**src/rtl/gray_codec_pkg.sv**
```systemverilog
`default_nettype none
// ============================================================================
// Module      : gray_codec_pkg
// Description : Shared types, constants and Gray/binary conversion functions
//               for the gray_codec_stream symbol converter.
// Revision    : 1.0 - initial release
// ============================================================================
package gray_codec_pkg;

  // Width of the output handshake counter.
  localparam int CNT_W = 32;

  // Widest symbol the conversion functions handle (65536-point constellation).
  localparam int MAX_W = 16;

  // Per-beat conversion direction.
  typedef enum logic {
    MODE_G2B = 1'b0,
    MODE_B2G = 1'b1
  } mode_e;

  // Mask keeping only the low w bits of a MAX_W-wide word.
  function automatic logic [MAX_W-1:0] width_mask_f(input int w);
    logic [MAX_W-1:0] m;
    m = '0;
    for (int i = 0; i < MAX_W; i++) begin
      if (i < w) m[i] = 1'b1;
    end
    return m;
  endfunction

  // Gray to binary on the low w bits: each binary bit is the running XOR
  // of all Gray bits from the MSB down to that position.
  function automatic logic [MAX_W-1:0] gray2bin_f(input logic [MAX_W-1:0] g,
                                                   input int w);
    logic [MAX_W-1:0] gm;
    logic [MAX_W-1:0] b;
    gm = g & width_mask_f(w);
    b  = '0;
    b[MAX_W-1] = gm[MAX_W-1];
    for (int i = MAX_W - 2; i >= 0; i--) begin
      b[i] = b[i+1] ^ gm[i];
    end
    return b;
  endfunction

  // Binary to Gray on the low w bits.
  function automatic logic [MAX_W-1:0] bin2gray_f(input logic [MAX_W-1:0] b,
                                                   input int w);
    logic [MAX_W-1:0] bm;
    bm = b & width_mask_f(w);
    return bm ^ (bm >> 1);
  endfunction

endpackage
`default_nettype wire

```
**src/rtl/gray_codec_lane.sv**
```systemverilog
`default_nettype none
// ============================================================================
// Module      : gray_codec_lane
// Description : Combinational single-symbol Gray/binary converter. With
//               SPLIT_IQ set, the upper half (I axis) and lower half (Q axis)
//               of the symbol are coded independently.
// Revision    : 1.0 - initial release
// ============================================================================
module gray_codec_lane
  import gray_codec_pkg::*;
#(
  parameter int W        = 4,
  parameter bit SPLIT_IQ = 1'b0
) (
  input  mode_e          mode,
  input  logic [W-1:0]   sym_in,
  output logic [W-1:0]   sym_out
);

  generate
    if (SPLIT_IQ) begin : g_split
      localparam int H = W / 2;

      logic [MAX_W-1:0] axis_i_ext;
      logic [MAX_W-1:0] axis_q_ext;

      // Convert the I and Q halves as two independent H-bit symbols.
      always_comb begin
        axis_i_ext = MAX_W'(sym_in[W-1:H]);
        axis_q_ext = MAX_W'(sym_in[H-1:0]);
        if (mode == MODE_B2G) begin
          sym_out = {H'(bin2gray_f(axis_i_ext, H)), H'(bin2gray_f(axis_q_ext, H))};
        end else begin
          sym_out = {H'(gray2bin_f(axis_i_ext, H)), H'(gray2bin_f(axis_q_ext, H))};
        end
      end
    end else begin : g_full
      logic [MAX_W-1:0] sym_ext;

      // Convert the whole W-bit symbol as one code word.
      always_comb begin
        sym_ext = MAX_W'(sym_in);
        if (mode == MODE_B2G) begin
          sym_out = W'(bin2gray_f(sym_ext, W));
        end else begin
          sym_out = W'(gray2bin_f(sym_ext, W));
        end
      end
    end
  endgenerate

endmodule
`default_nettype wire

```
**src/rtl/gray_codec_stream.sv**
```systemverilog
`default_nettype none
// ============================================================================
// Module      : gray_codec_stream
// Description : Multi-lane pipelined Gray/binary symbol converter with an
//               elastic valid/ready stage chain, per-beat mode and an output
//               handshake counter.
// Revision    : 1.0 - initial release
// ============================================================================
module gray_codec_stream
  import gray_codec_pkg::*;
#(
  parameter int MODULATION_ORDER = 16,
  parameter int NUM_LANES        = 1,
  parameter int PIPE_STAGES      = 2,
  parameter bit SPLIT_IQ         = 1'b0
) (
  input  logic                                           clk,
  input  logic                                           rst,
  input  logic                                           i_mode,
  input  logic [NUM_LANES*$clog2(MODULATION_ORDER)-1:0]  i_data,
  input  logic                                           i_dv,
  output logic                                           i_rdy,
  output logic [NUM_LANES*$clog2(MODULATION_ORDER)-1:0]  o_data,
  output logic                                           o_mode,
  output logic                                           o_dv,
  input  logic                                           o_rdy,
  input  logic                                           i_clr,
  output logic [CNT_W-1:0]                               o_cnt
);

  localparam int W  = $clog2(MODULATION_ORDER);
  localparam int DW = NUM_LANES * W;

  // --------------------------------------------------------------------------
  // Configuration checks
  // --------------------------------------------------------------------------
  generate
    if (SPLIT_IQ && ((W % 2) != 0)) begin : g_chk_split_iq
      $fatal(1, "gray_codec_stream: SPLIT_IQ=1 needs an even symbol width");
    end
    if ((PIPE_STAGES < 1) || (PIPE_STAGES > 4)) begin : g_chk_pipe
      $fatal(1, "gray_codec_stream: PIPE_STAGES must be in 1..4");
    end
    if ((W < 1) || (W > MAX_W)) begin : g_chk_width
      $fatal(1, "gray_codec_stream: MODULATION_ORDER out of supported range");
    end
  endgenerate

  // --------------------------------------------------------------------------
  // Per-lane conversion ahead of stage 1
  // --------------------------------------------------------------------------
  logic [DW-1:0] conv_data;

  generate
    for (genvar k = 0; k < NUM_LANES; k++) begin : g_lane
      gray_codec_lane #(
        .W        (W),
        .SPLIT_IQ (SPLIT_IQ)
      ) u_lane (
        .mode    (mode_e'(i_mode)),
        .sym_in  (i_data[k*W +: W]),
        .sym_out (conv_data[k*W +: W])
      );
    end
  endgenerate

  // --------------------------------------------------------------------------
  // Elastic stage chain
  // --------------------------------------------------------------------------
  logic [PIPE_STAGES-1:0] stage_vld;
  logic [PIPE_STAGES-1:0] stage_mode;
  logic [DW-1:0]          stage_data [PIPE_STAGES];
  logic [PIPE_STAGES-1:0] stage_load;

  // What each stage would capture: stage 0 takes the converted input,
  // later stages take their predecessor.
  logic                   src_vld  [PIPE_STAGES];
  logic                   src_mode [PIPE_STAGES];
  logic [DW-1:0]          src_data [PIPE_STAGES];

  assign src_vld[0]  = i_dv;
  assign src_mode[0] = i_mode;
  assign src_data[0] = conv_data;

  generate
    for (genvar s = 1; s < PIPE_STAGES; s++) begin : g_src
      assign src_vld[s]  = stage_vld[s-1];
      assign src_mode[s] = stage_mode[s-1];
      assign src_data[s] = stage_data[s-1];
    end
  endgenerate

  logic gap_seen;

  // A stage may load when downstream has room anywhere between it and the
  // output (an empty stage or o_rdy), so bubbles collapse before stalling.
  always_comb begin
    stage_load = '0;
    gap_seen   = o_rdy;
    for (int s = PIPE_STAGES - 1; s >= 0; s--) begin
      gap_seen      = gap_seen | ~stage_vld[s];
      stage_load[s] = gap_seen;
    end
  end

  assign i_rdy = stage_load[0];

  // Advance the chain; payload only updates on a real beat so the last
  // output value is held while idle.
  always_ff @(posedge clk or negedge rst) begin
    if (!rst) begin
      stage_vld  <= '0;
      stage_mode <= '0;
      for (int s = 0; s < PIPE_STAGES; s++) begin
        stage_data[s] <= '0;
      end
    end else begin
      for (int s = 0; s < PIPE_STAGES; s++) begin
        if (stage_load[s]) begin
          stage_vld[s] <= src_vld[s];
          if (src_vld[s]) begin
            stage_data[s] <= src_data[s];
            stage_mode[s] <= src_mode[s];
          end
        end
      end
    end
  end

  assign o_dv   = stage_vld[PIPE_STAGES-1];
  assign o_mode = stage_mode[PIPE_STAGES-1];
  assign o_data = stage_data[PIPE_STAGES-1];

  // --------------------------------------------------------------------------
  // Output handshake counter
  // --------------------------------------------------------------------------
  logic [CNT_W-1:0] cnt;

  // Count output transfers; a clear overrides a coincident transfer.
  always_ff @(posedge clk or negedge rst) begin
    if (!rst) begin
      cnt <= '0;
    end else if (i_clr) begin
      cnt <= '0;
    end else if (o_dv && o_rdy) begin
      cnt <= cnt + CNT_W'(1);
    end
  end

  assign o_cnt = cnt;

endmodule
`default_nettype wire

```
**config.mk**
```make
export PLATFORM = sky130hd
export DESIGN_NAME = gray_codec_stream
export DESIGN_NICKNAME = d
export VERILOG_FILES = /design/src/rtl/gray_codec_pkg.sv /design/src/rtl/gray_codec_lane.sv /design/src/rtl/gray_codec_stream.sv
export SDC_FILE = /design/constraint.sdc
export NUM_CORES = 1
export LEC_CHECK = 0
export ABC_AREA = 1
export CELL_PAD_IN_SITES_DETAIL_PLACEMENT = 0
export CELL_PAD_IN_SITES_GLOBAL_PLACEMENT = 1
export CORE_MARGIN = 3
export CORE_UTILIZATION = 38
export CTS_CLUSTER_DIAMETER = 60
export DETAILED_ROUTE_END_ITERATION = 16
export PLACE_DENSITY_LB_ADDON = 0.1
export SETUP_SLACK_MARGIN = 0.2
export SLEW_MARGIN = 30
export SYNTH_ARGS = -nofsm -noshare
export SYNTH_HDL_FRONTEND = slang
export SYNTH_SLANG_ARGS = --single-unit
```
**constraint.sdc**
```tcl
create_clock -name clk -period 3.1 [get_ports clk]
set_input_delay 0.465 -clock clk [delete_from_list [all_inputs] [get_ports clk]]
set_output_delay 0.465 -clock clk [all_outputs]
set_load 0.01 [all_outputs]
```
==> flow_summary.ini, run 1 <==
[run_status]
status = completed

[placed_design]
dpl_worst_slack_ps = 909
numPortBuffers = 48
place_congestion = 0.803
dp_hpwl_microns = 4500

[synthesis]
syn_area_sq_mm = 0.00252
ys_types = 29
syn-num-nets = 347
synth.yosys.warnings = 0
ys_ff_latch = 44
synthCells = 336
yosysSeqAreaShare = 0.437
synth.avg_cell_area_sq_um = 7.51

[pwr]
p_per_area_mw_per_mm2 = 415
p_clk_frac = 0.349
seqPwrFrac = 0.490
intPower_mw = 0.969
ir_worst_vdd_uv = 294
combinationalPowerShare = 0.161
total_power_mw = 1.33
leakage_nw = 1.48
sw_frac_of_total = 0.272
power.switching_mw = 0.361

[clocking]
postCtsResizedCells = 0
clock-sinks = 44
cts_buffers = 5
post_cts_buffers = 0
cts_max_level = 2
hold_buffers = 0
path_clk_slew_ps = 90
cts_tree = done
clockBufferDepth = 2
clkLatencyLatePin_ps = 300
cts_root_buf = clkbuf_8

[drt]
ant_nets = 0
num_vias = 2261
avgRoutedWirePerCell_microns = 12.8
vias_per_cell = 4.83
dr.pass1.iters = 4
wl_microns = 5990
drt_iter0_drc = 88
drcViolationCount = 0

[worst_hold_path]
worstHoldPathType = input pin to asynchronous set/reset pin

[layout]
drive_gt1_frac = 0.105
area_growth_pct = 27.1
diodes = 0
nets = 401

[flow_run]
drv_cap = 0

[die]
die_width_microns = 87.5
boundaryPins = 49
die_area_sq_mm = 0.00765
core_sq_mm = 0.00639
initial_core_util = 0.395
rows = 29
die_h_microns = 87.5

[timing]
rsz0062_at_grt = no
min_period_ps = 2190
finalSetupViolCount = 0
fin_crit_sh = 0.706
hold_violations = 0
hold_slack_ps = 141
slew_headroom = 0.612
fin_ws_ps = 911
clock_skew_ps = 5.27
timing.fmax_mhz = 457
drv_slew = 0
finalSetupTns_ps = 0
worst_slew_pin_slew_ps = 582

[setup_path]
start_kind = input pin
crit_arrival_ps = 1720
crit_fanout = 3
ff2ff_path_depth = 8
crit_required_ps = 2630
cp-end-kind = output port
path_class = input pin to output port

[global_route]
grt_antenna_before_repair = 0
grt-ovfl-total = 0
grt_pass1_vias = 2160
grt_pass1_wl_microns = 10300
track_usage = 0.171
grt_max_degree = 45
-- sequential cells by signal, indices dropped and copies added, names as in the netlist --
signal and flops:
o_cnt 32, o_data 4, src_data 4, stage_mode 2
stage_vld 2
-- worst max-delay path, cell delays in order --
cell and delay, ps:
clkdlybuf4s50_1 520, inv_1 70, nand3_1 110, clkdlybuf4s50_1 560
-- cell type report --
cell class	count	area, sq um
clock buffer	5	68.8
clock inverter	3	46.3
fill	645	3180
inverter	45	169
multi-input combinational	245	1240
sequential	44	1100
tap	77	96.3
timing repair buffer	49	485
-- Yosys cell counts --
| cell type | instances | share of area |
|---|---|---|
| nand2_1 | 87 | 0.13 |
| nor2_1 | 50 | 0.074 |
| dfrtp_1 | 44 | 0.44 |
| inv_1 | 42 | 0.062 |
| nand3_1 | 24 | 0.048 |
| a21oi_1 | 18 | 0.036 |
| o21ai_0 | 14 | 0.028 |
| nand4_1 | 8 | 0.020 |
| nand2_2 | 6 | 0.015 |
| nor2_2 | 5 | 0.012 |
| nor3_1 | 5 | 0.0099 |
| nor2_4 | 4 | 0.018 |
| inv_2 | 3 | 0.0045 |
| mux2_2 | 3 | 0.013 |
| nor2_8 | 3 | 0.024 |
| o21bai_1 | 3 | 0.0089 |
| nand2_4 | 2 | 0.0089 |
| nand3_2 | 2 | 0.0079 |
| nand3b_1 | 2 | 0.0060 |
| o21ai_1 | 2 | 0.0040 |
| a211oi_1 | 1 | 0.0030 |
| and3_1 | 1 | 0.0025 |
| buf_2 | 1 | 0.0020 |
| buf_4 | 1 | 0.0030 |
| ha_1 | 1 | 0.0050 |
| nand3_4 | 1 | 0.0069 |
| nor3_2 | 1 | 0.0040 |
| nor3b_1 | 1 | 0.0030 |
| o21bai_2 | 1 | 0.0045 |
-- per-layer routing --
layer	global-route usage	vias to the layer above	share of wire
met5	0	-	0
met4	0.0335	0	0.0089
met3	0.0293	5	0.032
met2	0.280	34	0.47
met1	0.237	1039	0.49
li1	-	1183	-
-- power groups by stage --
| stage | registers [mW] | logic, mW | clock network [mW] |
|---|---|---|---|
| finish | 0.652 | 0.214 | 0.464 |
| CTS | 0.653 | 0.219 | 0.478 |
| detailed placement | 0.665 | 0.218 | 0 |
| global placement | 0.663 | 0.216 | 0 |
| floorplan | 0.676 | 0.0832 | 0 |
| global route | 0.661 | 0.241 | 0.498 |
-- kinds of logic (layout without fill, tap and decap cells) --
logic type      after synthesis  after routing  share of synthesized area
simple gates                202            202                      0.389
buf+inv                      47            102                     0.0719
flops                        44             44                      0.437
compound gates               39             39                     0.0838
mux                           3              3                     0.0134
fa+ha+maj                     1              1                    0.00496
-- cell usage in the layout (no fill, tap or decap), types with 4 or more instances in the layout --
cell and instances:
a21oi_1 18, inv_1 42, dfrtp_1 44, nor2_4 4, clkdlybuf4s50_1 47, nor3_1 5
o21ai_0 14, nand4_1 8, clkbuf_8 5, nand2_1 87, nor2_1 50, nand2_2 6
nand3_1 24, nor2_2 5
-- worst paths after layout --
check | from | end | slack, ps
max | o_rdy | i_rdy | 910
min | rst | o_cnt[4]$_DFFE_PN0P_ | 140
max reg2reg | o_cnt[0]$_DFFE_PN0P_ | o_cnt[26]$_DFFE_PN0P_ | 1510
min reg2reg | src_data[0]$_DFFE_PN0P_ | src_data[0]$_DFFE_PN0P_ | 480
max in group asynchronous | rst | o_cnt[15]$_DFFE_PN0P_ | 2540
min in group clk | src_data[0]$_DFFE_PN0P_ | src_data[0]$_DFFE_PN0P_ | 480
-- through the flow --
stage                     cell area (sq um)  instances  utilization
after floorplan                        2520        336            -
after detailed placement               3090        460        0.484
after CTS                              3210        468        0.502
after global placement                 3090        460        0.484
final                                  3210        468        0.502
after global routing                   3210        468        0.502
Note: power is estimated with default switching activity, not from simulation.
==> run 2: changes to the inputs <==
--- a/config.mk
+++ b/config.mk
@@ -9,7 +9,7 @@
 export CELL_PAD_IN_SITES_DETAIL_PLACEMENT = 0
 export CELL_PAD_IN_SITES_GLOBAL_PLACEMENT = 1
 export CORE_MARGIN = 3
-export CORE_UTILIZATION = 38
+export CORE_UTILIZATION = 34
 export CTS_CLUSTER_DIAMETER = 60
 export DETAILED_ROUTE_END_ITERATION = 16
 export PLACE_DENSITY_LB_ADDON = 0.1
==> constraint.sdc (replaced) <==
create_clock -name clk -period 1.9 [get_ports clk]
set_input_delay 0.285 -clock clk [delete_from_list [all_inputs] [get_ports clk]]
set_output_delay 0.285 -clock clk [all_outputs]
set_load 0.01 [all_outputs]
==> run 2 against run 1 <==
Against the previous run:
- clock skew fell by 1.6 ps
- largest power group unchanged
- critical path type is now flip-flop to output port
- first-iteration DRC count increased by 27%
- sequential share of layout area down 0.11 points
- largest cell class unchanged
- worst setup slack got worse by 640 ps
- routed wire length increased by 5.9%
==> flow_summary.ini, run 2 (synthesized netlist as in run 1, its figures left out) <==
[die]
die_area_sq_mm = 0.00849
rows = 30
core_sq_mm = 0.00698
die_h_microns = 92.1
initial_core_util = 0.361
die_width_microns = 92.1
boundaryPins = 49

[placed_design]
dp_hpwl_microns = 4670
place_congestion = 0.840
dpl_worst_slack_ps = 78.7
numPortBuffers = 48

[global_route]
gr-max-usage-layer = met2
grt_antenna_before_repair = 0
grt-ovfl-total = 0
track_usage = 0.162
grt_pass1_wl_microns = 11100
grt_pass1_vias = 2191
grt_max_degree = 45
use_met1 = 0.225
grt_use_met2 = 0.253
grt_use_met3 = 0.0377

[timing]
fin_ws_ps = 270
finalSetupViolCount = 0
min_period_ps = 1630
timing.fmax_mhz = 613
slew_headroom = 0.608
fin_crit_sh = 0.858
clock_skew_ps = 3.67
rsz0062_at_grt = yes
finalSetupTns_ps = 0
drv_slew = 0
worst_slew_pin_slew_ps = 589
hold_violations = 0

[drt]
ant_nets = 0
drcViolationCount = 0
wl_microns = 6340
dr.pass1.iters = 4
vias_per_cell = 4.59
num_vias = 2250
drt_iter0_drc = 112
avgRoutedWirePerCell_microns = 12.9

[setup_path]
crit_fanout = 5
worst_path_max_delay_cell = clkdlybuf4s50_1
crit_required_ps = 1620
start_kind = flip-flop
critPathTopFamily = buffers and inverters
path_class = flip-flop to output port
reg2reg_from = o_cnt[1]$_DFFE_PN0P_
ff2ff_path_depth = 8
cp-end-kind = output port
crit_chain = clkdlybuf4s50_1
r2r_slack_ps = 340
max_stage_delay_ps = 580
crit_arrival_ps = 1350
r2r_end = o_cnt[28]$_DFFE_PN0P_
path_buf_inv = 1

[layout]
finalCoreUtilization = 0.463
largest_register_ffs = 32
layout_common_cells = nand2_1, nor2_1, clkdlybuf4s50_1
drive_gt1_frac = 0.127
diodes = 0
final_common_cell = nand2_1
nets = 404
fill_cells = 714
area_growth_pct = 28.3

[pwr]
total_power_mw = 2.05
power.switching_mw = 0.603
sw_frac_of_total = 0.294
ir_worst_vdd_uv = 335
combinationalPowerShare = 0.171
p_per_area_mw_per_mm2 = 634
intPower_mw = 1.45
leakage_nw = 1.47
p_clk_frac = 0.309
seqPwrFrac = 0.519

[clocking]
cts_max_level = 2
cts_buffers = 5
clock-sinks = 44
cts_tree = done
path_clk_slew_ps = 90
postCtsResizedCells = 2
post_cts_buffers = 0
clockBufferDepth = 2
hold_buffers = 0
cts_root_buf = clkbuf_8
clkLatencyLatePin_ps = 300

[flow_run]
drv_cap = 0

[run_status]
status = completed

[worst_hold_path]
worstHoldPathType = input pin to asynchronous set/reset pin
run 2: cell count changes in the layout (fill, tap and decap cells not counted), sizes merged:
cell           delta
dlygate4sd2       +1
bufinv            -1
clkinvlp          +1
clkdlybuf4s50     -1
clkinv            +1
inv               -1
buf               +3
run 2: how the worst max path moves through the flow:
stage,startpoint,endpoint,slack (ps),cells after the start
floorplan,o_cnt[0]$_DFFE_PN0P_,o_cnt[28]$_DFFE_PN0P_,450,8
global placement,o_rdy,i_rdy,80,4
detailed placement,o_rdy,i_rdy,80,4
CTS,o_cnt[16]$_DFFE_PN0P_,o_cnt[16],220,1
global route,o_cnt[1]$_DFFE_PN0P_,o_cnt[26]$_DFFE_PN0P_,180,8
finish,o_cnt[15]$_DFFE_PN0P_,o_cnt[15],270,1
run 2: cell type report:
class | instances | area, sq um | area share
Tap cell | 96 | 120 | 0.0371
Inverter | 45 | 169 | 0.0522
Multi-Input combinational cell | 245 | 1240 | 0.384
Clock buffer | 5 | 68.8 | 0.0213
Timing Repair Buffer | 52 | 504 | 0.156
Clock inverter | 3 | 23.8 | 0.00735
Sequential cell | 44 | 1110 | 0.342
run 2: stage by stage:
step / area, sq um / std cells / hold slack, ps
finish: 3240 / 490 / 57.6
global route: 3240 / 490 / 110
CTS: 3230 / 490 / 84.8
detailed placement: 3140 / 482 / 418
global placement: 3140 / 482 / 417
floorplan: 2520 / 336 / -10.6
run 2: per-layer routing:
| layer | vias to the layer above | wire [microns] |
|---|---|---|
| li1 | 1188 | - |
| met1 | 1024 | 3160 |
| met2 | 34 | 2890 |
| met3 | 4 | 229 |
| met4 | 0 | 55 |
| met5 | - | 0 |
run 2: power by group through the flow:
| stage | combinational, mW | sequential, mW | clock, mW |
|---|---|---|---|
| 6_report | 0.352 | 1.07 | 0.635 |
| 5_1_grt | 0.390 | 1.08 | 0.702 |
| 4_1_cts | 0.362 | 1.07 | 0.659 |
| 3_5_place_dp | 0.362 | 1.09 | 0 |
| 3_3_place_gp | 0.360 | 1.08 | 0 |
| 2_1_floorplan | 0.136 | 1.10 | 0 |
==> run 3: changes to the inputs <==
--- a/config.mk
+++ b/config.mk
@@ -5,7 +5,6 @@
 export SDC_FILE = /design/constraint.sdc
 export NUM_CORES = 1
 export LEC_CHECK = 0
-export ABC_AREA = 1
 export CELL_PAD_IN_SITES_DETAIL_PLACEMENT = 0
 export CELL_PAD_IN_SITES_GLOBAL_PLACEMENT = 1
 export CORE_MARGIN = 3
@@ -13,6 +12,7 @@
 export CTS_CLUSTER_DIAMETER = 60
 export DETAILED_ROUTE_END_ITERATION = 16
 export PLACE_DENSITY_LB_ADDON = 0.1
+export REMOVE_ABC_BUFFERS = 1
 export SETUP_SLACK_MARGIN = 0.2
 export SLEW_MARGIN = 30
 export SYNTH_ARGS = -nofsm -noshare
==> run 3 against run 2 <==
Against the previous run:
- the run now ends with negative setup slack left
- largest cell class unchanged
- via count down 11%
- maximum frequency shrank 17%
- clock power up 13%
- synthesized area decreased by 14%
- worst hold slack improved by 420 ps
- largest power group unchanged
- routed wire length down 9.4%
==> flow_summary.ini, run 3 <==
[worst_hold_path]
worstHoldPathType = flip-flop to flip-flop
min_from = src_data[0]$_DFFE_PN0P_
holdPathStages = 2

[drt]
num_vias = 2005
drcViolationCount = 0
drt_iter0_drc = 81
dr.pass1.iters = 4
wl_microns = 5740
ant_nets = 0
vias_per_cell = 5.06
avgRoutedWirePerCell_microns = 14.5

[timing]
timing.fmax_mhz = 508
finalSetupTns_ps = -361
fin_ws_ps = -67.5
finalSetupViolCount = 9
rsz0062_at_grt = yes
fin_crit_sh = 1.04
hold_violations = 0
slew_headroom = 0.633
hold_slack_ps = 481
drv_slew = 0
clock_skew_ps = 12.9
worst_slew_pin_slew_ps = 551
min_period_ps = 1970

[die]
die_area_sq_mm = 0.00738
boundaryPins = 49
die_width_microns = 85.9
core_sq_mm = 0.00606
rows = 28
die_h_microns = 85.9
initial_core_util = 0.358

[global_route]
grt_antenna_before_repair = 0
grt_use_met2 = 0.276
track_usage = 0.165
grt-ovfl-total = 0
grt_pass1_wl_microns = 9740
grt_max_degree = 34
use_met1 = 0.213
gr-max-usage-layer = met2
grt_use_met3 = 0.0423
grt_pass1_vias = 2066

[clocking]
clock-sinks = 44
cts_buffers = 5
path_clk_slew_ps = 90
cts_root_buf = clkbuf_8
cts_max_level = 2
cts_tree = done
clkLatencyLatePin_ps = 300
clockBufferDepth = 2

[setup_path]
crit_top_cell = buf_4
path_class = flip-flop to flip-flop
critPathTopFamily = simple AND/OR/NAND/NOR gates
ff2ff_path_depth = 7
path_buf_inv = 3
cp-end-kind = flip-flop
cp.depth = 7
reg2reg_from = o_cnt[5]$_DFFE_PN0P_
r2r_slack_ps = -70
critPathLaunch = o_cnt[5]$_DFFE_PN0P_
crit_fanout = 7
crit_chain = nand4_1 > buf_4 > buf_4 > or4_4 > buf_6 > or3_4 > a21oi_2
start_kind = flip-flop
crit_required_ps = 2120
crit_arrival_ps = 2190
worst_path_max_delay_cell = or4_4
max_stage_delay_ps = 450

[synthesis]
synth_top_cell_by_area = dfrtp_1
synth.yosys.warnings = 0
synth_common_cells = dfrtp_1, a21oi_1, nand2_1, o21ai_0, nor2_1
yosysMostFrequentCell = dfrtp_1
ys_types = 31
ys_ff_latch = 44
synthArstFlopShare = 1.00
yosysSeqAreaShare = 0.507
synth-main-ff-cell = dfrtp_1
synthCells = 218
yosys-top-cells-area = dfrtp_1, a21oi_1, mux2_2
synth_top_area_frac = 0.507
syn_area_sq_mm = 0.00217
synth.avg_cell_area_sq_um = 9.95
synth_edf_count = 0

[run_status]
status = finished with violations
violations = negative setup slack

[layout]
fill_cells = 554
diodes = 0
layout_common_cells = buf_4, dfrtp_1, clkdlybuf4s50_1
area_growth_pct = 56.5
nets = 331
drive_gt1_frac = 0.315
largest_register_ffs = 32
finalCoreUtilization = 0.560
final_common_cell = buf_4

[placed_design]
numPortBuffers = 48
place_congestion = 0.763
dp_hpwl_microns = 4140
dpl_worst_slack_ps = -393

[flow_run]
drv_cap = 0

[pwr]
ir_worst_vdd_uv = 376
p_per_area_mw_per_mm2 = 591
total_power_mw = 2.01
leakage_nw = 1.38
-- run 3: area by class of cell --
cell class	instances	area, sq um	share of cell area
multi-input cells	160	1130	0.333
inverters	4	15.0	0.00442
well taps	75	93.8	0.0276
repair buffers	105	941	0.277
clock buffers	5	68.8	0.0203
flip-flops and latches	44	1100	0.325
clock inverters	3	42.5	0.0125
-- run 3: power by group --
group          total, mW  internal, mW  switching, mW
Sequential          1.02         0.991         0.0278
Clock              0.717         0.389          0.327
Combinational      0.272         0.150          0.122
-- run 3: through the flow --
stage                     cells  cell area, sq um
after floorplan             208              2120
after global placement      375              3030
after detailed placement    375              3030
after CTS                   390              3270
after global routing        396              3390
final                       396              3390
-- run 3: logic make-up (layout without fill, tap and decap cells) --
logic type      Yosys count  in the layout  synth area share
simple gates             92             92             0.240
flops                    44             44             0.507
compound gates           43             43             0.110
xor+xnor                 16             16            0.0646
buf+inv                  14            117            0.0311
mux                       8              8            0.0415
fa+ha+maj                 1              1           0.00577
-- run 3: tightest hold or removal path: cells and delay by family (launching register included) --
kind | cells | cell delay [ps]
AOI/OAI and AO/OA | 1 | 50
and+or+nand+nor | 1 | 40
DFF | 1 | 350
-- run 3: repair_timing --
item,in CTS,in global routing
buffers inserted,6,6
endpoints found under the setup margin,21,24
hold buffers,1,0
gates cloned,0,0
pin swaps,25,14
hold endpoints to repair,21,0
gates resized for setup,20,22
-- run 3: layer usage --
layer	vias to the layer above	part of all wire
li1	1007	-
met1	941	0.44
met2	50	0.49
met3	7	0.050
met4	0	0.013
met5	-	0
-- run 3: path summary, 6_finish.rpt --
path / end
setup / recovery: o_cnt[19]$_DFFE_PN0P_
hold / removal: src_data[0]$_DFFE_PN0P_
setup reg to reg: o_cnt[19]$_DFFE_PN0P_
hold reg to reg: src_data[0]$_DFFE_PN0P_
max in group asynchronous: o_cnt[26]$_DFFE_PN0P_
min in group asynchronous: o_cnt[9]$_DFFE_PN0P_
